===== src/rtl/shared_reg_arbiter.sv =====
// Round-robin arbiter that owns a shared W-bit enabled register written by N requesters.
// Each grant is bounded to MAX_HOLD writes and is followed by one RELEASE cycle before the next arbitration.
module shared_reg_arbiter #(
    parameter int N        = 4,
    parameter int W        = 8,
    parameter int MAX_HOLD = 4
) (
    input  logic                 clk,
    input  logic                 reset,
    input  logic [N-1:0]         req,
    input  logic [N*W-1:0]       wdata,
    output logic [N-1:0]         gnt,
    output logic [W-1:0]         q,
    output logic                 busy,
    output logic [$clog2(N)-1:0] owner
);

    localparam int          OW = $clog2(N);
    localparam int          CW = $clog2(MAX_HOLD + 1);
    localparam int unsigned NU = N;
    localparam logic [CW-1:0] HOLD_LAST = CW'(MAX_HOLD);

    typedef enum logic [1:0] {
        IDLE    = 2'd0,
        GRANT   = 2'd1,
        RELEASE = 2'd2
    } state_t;

    state_t          state_q, state_d;
    logic [N-1:0]    gnt_q, gnt_d;
    logic [W-1:0]    q_q, q_d;
    logic [OW-1:0]   owner_q, owner_d;
    logic [CW-1:0]   cnt_q, cnt_d;
    logic [CW-1:0]   cnt_inc;

    logic            found;
    logic [OW-1:0]   pick;
    logic [OW-1:0]   cand;

    // Search starts one past the last owner so every requester gets a turn.
    always_comb begin
        found = 1'b0;
        pick  = owner_q;
        cand  = owner_q;
        for (int unsigned k = 1; k <= NU; k++) begin
            cand = OW'((32'(owner_q) + k) % NU);
            if (!found && req[cand]) begin
                found = 1'b1;
                pick  = cand;
            end
        end
    end

    assign cnt_inc = cnt_q + 1'b1;

    always_comb begin
        state_d = state_q;
        gnt_d   = gnt_q;
        q_d     = q_q;
        owner_d = owner_q;
        cnt_d   = cnt_q;
        unique case (state_q)
            IDLE: begin
                gnt_d = '0;
                if (found) begin
                    gnt_d[pick] = 1'b1;
                    owner_d     = pick;
                    cnt_d       = '0;
                    state_d     = GRANT;
                end
            end
            GRANT: begin
                if (req[owner_q]) begin
                    q_d   = wdata[32'(owner_q) * W +: W];
                    cnt_d = cnt_inc;
                    if (cnt_inc == HOLD_LAST) begin
                        gnt_d   = '0;
                        state_d = RELEASE;
                    end
                end else begin
                    gnt_d   = '0;
                    state_d = RELEASE;
                end
            end
            RELEASE: begin
                gnt_d   = '0;
                state_d = IDLE;
            end
            default: begin
                gnt_d   = '0;
                state_d = IDLE;
            end
        endcase
    end

    always_ff @(posedge clk or negedge reset) begin
        if (!reset) begin
            state_q <= IDLE;
            gnt_q   <= '0;
            q_q     <= '0;
            owner_q <= OW'(N - 1);
            cnt_q   <= '0;
        end else begin
            state_q <= state_d;
            gnt_q   <= gnt_d;
            q_q     <= q_d;
            owner_q <= owner_d;
            cnt_q   <= cnt_d;
        end
    end

    assign gnt   = gnt_q;
    assign q     = q_q;
    assign busy  = (state_q != IDLE);
    assign owner = owner_q;

endmodule


===== config.mk =====
export PLATFORM = sky130hd
export DESIGN_NAME = shared_reg_arbiter
export DESIGN_NICKNAME = d
export VERILOG_FILES = /design/src/rtl/shared_reg_arbiter.sv
export SDC_FILE = /design/constraint.sdc
export NUM_CORES = 1
export LEC_CHECK = 0
export CAP_MARGIN = 20
export CORE_UTILIZATION = 35
export CTS_BUF_LIST = sky130_fd_sc_hd__clkbuf_4 sky130_fd_sc_hd__clkbuf_8
export CTS_CLUSTER_SIZE = 25
export DETAILED_ROUTE_END_ITERATION = 7
export GPL_TIMING_DRIVEN = 0
export PLACE_DENSITY_LB_ADDON = 0.1
export RECOVER_POWER = 50
export SLEW_MARGIN = 20
export SYNTH_ARGS = -nofsm -noshare
export SYNTH_HDL_FRONTEND = slang
export SYNTH_SLANG_ARGS = --single-unit

===== constraint.sdc =====
create_clock -name clk -period 2.2 [get_ports clk]
set_input_delay 0.44 -clock clk [delete_from_list [all_inputs] [get_ports clk]]
set_output_delay 0.44 -clock clk [all_outputs]
set_load 0.01 [all_outputs]

==> results of run 1 <==
[sequential cells by signal, summed over array words and instances, names as in the netlist]
register / count
cnt_q: 3
q: 8
state_q: 2
owner: 2
gnt: 4
[critical path, stage by stage (launching register included)]
cell,delay [ns]
dfstp_2,0.54
clkbuf_1,0.25
clkbuf_1,0.46
mux4_2,0.38
mux2_4,0.28
[cell usage after synthesis (2+ instances only)]
library cell | count | area share [%]
mux2i_1 | 2 | 1.8
a32o_1 | 4 | 3.6
ha_1 | 2 | 2.2
nand2_1 | 2 | 0.67
nor3b_1 | 2 | 1.3
mux2_2 | 4 | 4.0
nand2b_1 | 3 | 1.7
mux2_4 | 5 | 6.7
dfrtp_1 | 17 | 38
a21oi_1 | 3 | 1.3
nor2_1 | 3 | 1.0
inv_1 | 2 | 0.67
or2_2 | 3 | 1.7
mux4_2 | 9 | 18
clkbuf_1 | 2 | 0.67
o21ai_0 | 4 | 1.8
dfstp_2 | 2 | 4.7
[through the flow]
| step | cells | util [%] | setup slack, ns |
|---|---|---|---|
| global placement | 177 | 55.5 | -0.0464 |
| CTS | 181 | 56.4 | 0.134 |
| floorplan | 81 | - | 0.373 |
| detailed placement | 177 | 55.5 | -0.0519 |
| global route | 181 | 56.4 | 0.0334 |
| finish | 181 | 56.4 | 0.173 |
[cell type report]
cell class / count / area share [%]
inverters: 2 / 0.436
repair buffers: 52 / 30.2
multi-input cells: 56 / 35.3
clock buffers: 3 / 1.31
flip-flops and latches: 19 / 27.7
well taps: 44 / 3.20
plain buffers: 4 / 1.53
clock inverters: 1 / 0.290
[per-layer routing]
layer	wire (um)	vias to the layer above	share of wire (%)	GRT usage, %
met1	1040	446	41	19.5
li1	-	428	-	-
met3	99	4	3.9	5.27
met4	24	0	0.95	5.10
met5	0	-	0	0
met2	1350	17	54	28.1
[kinds of logic (layout without fill, tap and decap cells)]
logic type | count (synthesis) | count (layout) | share of synthesized area (%)
AOI/OAI and AO/OA | 17 | 17 | 11.3
xor gates and xnor gates | 1 | 1 | 0.782
adders and majority gates | 2 | 2 | 2.23
buffers and inverters | 6 | 62 | 3.02
DFF | 19 | 19 | 42.7
muxes | 20 | 20 | 30.6
and+or+nand+nor | 16 | 16 | 9.39
[worst paths after layout]
check / end / slack (ns) / depth (start not counted)
hold / removal: state_q[1] / 0.47 / 1
setup / recovery: q[4] / 0.17 / 4
setup reg to reg: q[4] / 0.17 / 4
min in group asynchronous: state_q[0] / 0.68 / 1
hold reg to reg: state_q[1] / 0.47 / 1
max in group asynchronous: q[4] / 0.98 / 1
[power by group through the flow]
stage / logic (uW) / registers, uW / clock network (uW)
finish: 1270 / 634 / 179
CTS: 1310 / 638 / 191
floorplan: 756 / 699 / 0
global route: 1370 / 661 / 205
detailed placement: 1300 / 646 / 0
global placement: 1280 / 641 / 0
[placed cells by master (no fill, tap or decap), drive strengths merged]
cell type,Yosys,layout
a211o,1,1
a211oi,1,1
a21o,1,1
a21oi,4,4
a311o,1,1
a311oi,1,1
a32o,4,4
buf,2,2
clkbuf,2,5
clkdlybuf4s50,0,44
clkinv,0,1
dfrtp,17,17
dfstp,2,2
dlygate4sd3,0,8
ha,2,2
inv,2,2
mux2,9,9
mux2i,2,2
mux4,9,9
nand2,2,2
nand2b,3,3
nand3b,2,2
nor2,3,3
nor3b,2,2
nor4,1,1
o21ai,4,4
or2,3,3
xor2,1,1
==> impl_metrics.env, run 1 <==
export IMPL_cts_inserted_buffers=3
export IMPL_min_period_ns=2.03
export IMPL_synth_area_um2=1120
export IMPL_yosysSeqAreaShare_pct=42.7
export IMPL_place_congestion=0.746
export IMPL_power_leakage_uw=0.000738
export IMPL_p_sw_share_pct=35.1
export IMPL_relSlewSlack_pct=42.0
export IMPL_vias=895
export IMPL_first_iter_violations=16
export IMPL_ant_nets=0
export IMPL_p_per_area_nw_per_um2=1210
export IMPL_numClockSinks=19
export IMPL_firstDrtPassIters=4
export IMPL_initial_core_util_pct=36.7
export IMPL_fp_dieH_um=58.6
export IMPL_synth_cell_types=29
export IMPL_vdd_drop_max_uv=578
export IMPL_p_clk_share_pct=8.6
export IMPL_synth_async_reset_ratio_pct=100
export IMPL_cts_hold_buf=0
export IMPL_synth_edf_count=0
export IMPL_syn_area_per_cell_um2=13.8
export IMPL_internal_power_uw=1350
export IMPL_critPathCaptureType="register"
export IMPL_std_cell_rows=20
export IMPL_n_antenna_cell=0
export IMPL_criticalPathCategory="register to register"
export IMPL_postSynthCellCount=81
export IMPL_cap_violations=0
export IMPL_cts_tree="yes"
export IMPL_r2r_start="owner[1]"
export IMPL_rsz0062_at_grt="false"
export IMPL_cts_root_buf="clkbuf_4"
export IMPL_antenna_found_initial=0
export IMPL_sequentialPowerShare_pct=30.5
export IMPL_htree_levels=1
export IMPL_ys_flop_type="dfrtp_1"
export IMPL_crit_path_start="owner[1]"
export IMPL_ys_seq_elements=19
export IMPL_multi_input_area_um2=608
export IMPL_place_area_um2=1700
export IMPL_drc=0
export IMPL_hold_slack_ns=0.473
export IMPL_hp_class="register to register"
export IMPL_path_clk_slew_ns=0.12
export IMPL_max_freq_ghz=0.493
export IMPL_grt_max_degree=20
export IMPL_cp_start_kind="register"
export IMPL_fin_area_um2=1720
export IMPL_hold_path_startpoint="state_q[1]"
export IMPL_drive_above_1_share_pct=22.6
export IMPL_status="completed"
export IMPL_finalPower_uw=2080
export IMPL_die_area_um2=3430
export IMPL_register_area_um2=478
export IMPL_gr_total_overflow=0
export IMPL_drv_slew=0
export IMPL_cp_max_fo=10
export IMPL_place_port_buffers=52
export IMPL_wl_per_cell_um=13.9
export IMPL_worst_pin_slew_ns=0.867
export IMPL_setup_tns_ns=0
export IMPL_grt_usage_pct=16.3
export IMPL_clock_skew_ns=0.0136
export IMPL_fin_nets=178
export IMPL_critical_path_arrival_ns=2.21
export IMPL_cts_resized_gates=0
export IMPL_cts_buffer_depth=2
export IMPL_viasPerCell=4.94
export IMPL_switching_power_uw=728
export IMPL_wl_um=2520
export IMPL_yosys_warnings=0
export IMPL_hpwl_um=1980
export IMPL_synth_nets=121
export IMPL_grt_pass1_wl_um=4080
export IMPL_setup_violations=0
export IMPL_boundaryPins=53
export IMPL_timing_final_crit_share_pct=92.1
export IMPL_grt_pass1_vias=887
export IMPL_finalHoldViolCount=0
export IMPL_areaGrowthSynthToFinish_pct=53.9
export IMPL_combPwrFrac_pct=60.9
export IMPL_postCtsSetupBuffers=0
export IMPL_fp_dieW_um=58.6
export IMPL_crit_required_ns=2.39
export IMPL_nFillCells=289
export IMPL_core_um2=3050
export IMPL_clk_latency_ns=0.30
Power figures use the tool's default switching activity.
==> run 2, diff against run 1 <==
--- a/config.mk
+++ b/config.mk
@@ -17,3 +17,4 @@
 export SYNTH_ARGS = -nofsm -noshare
 export SYNTH_HDL_FRONTEND = slang
 export SYNTH_SLANG_ARGS = --single-unit
+export TNS_END_PERCENT = 100
==> results of run 2 <==
No change in the layout: final DEF, timing and power equal those of run 1.
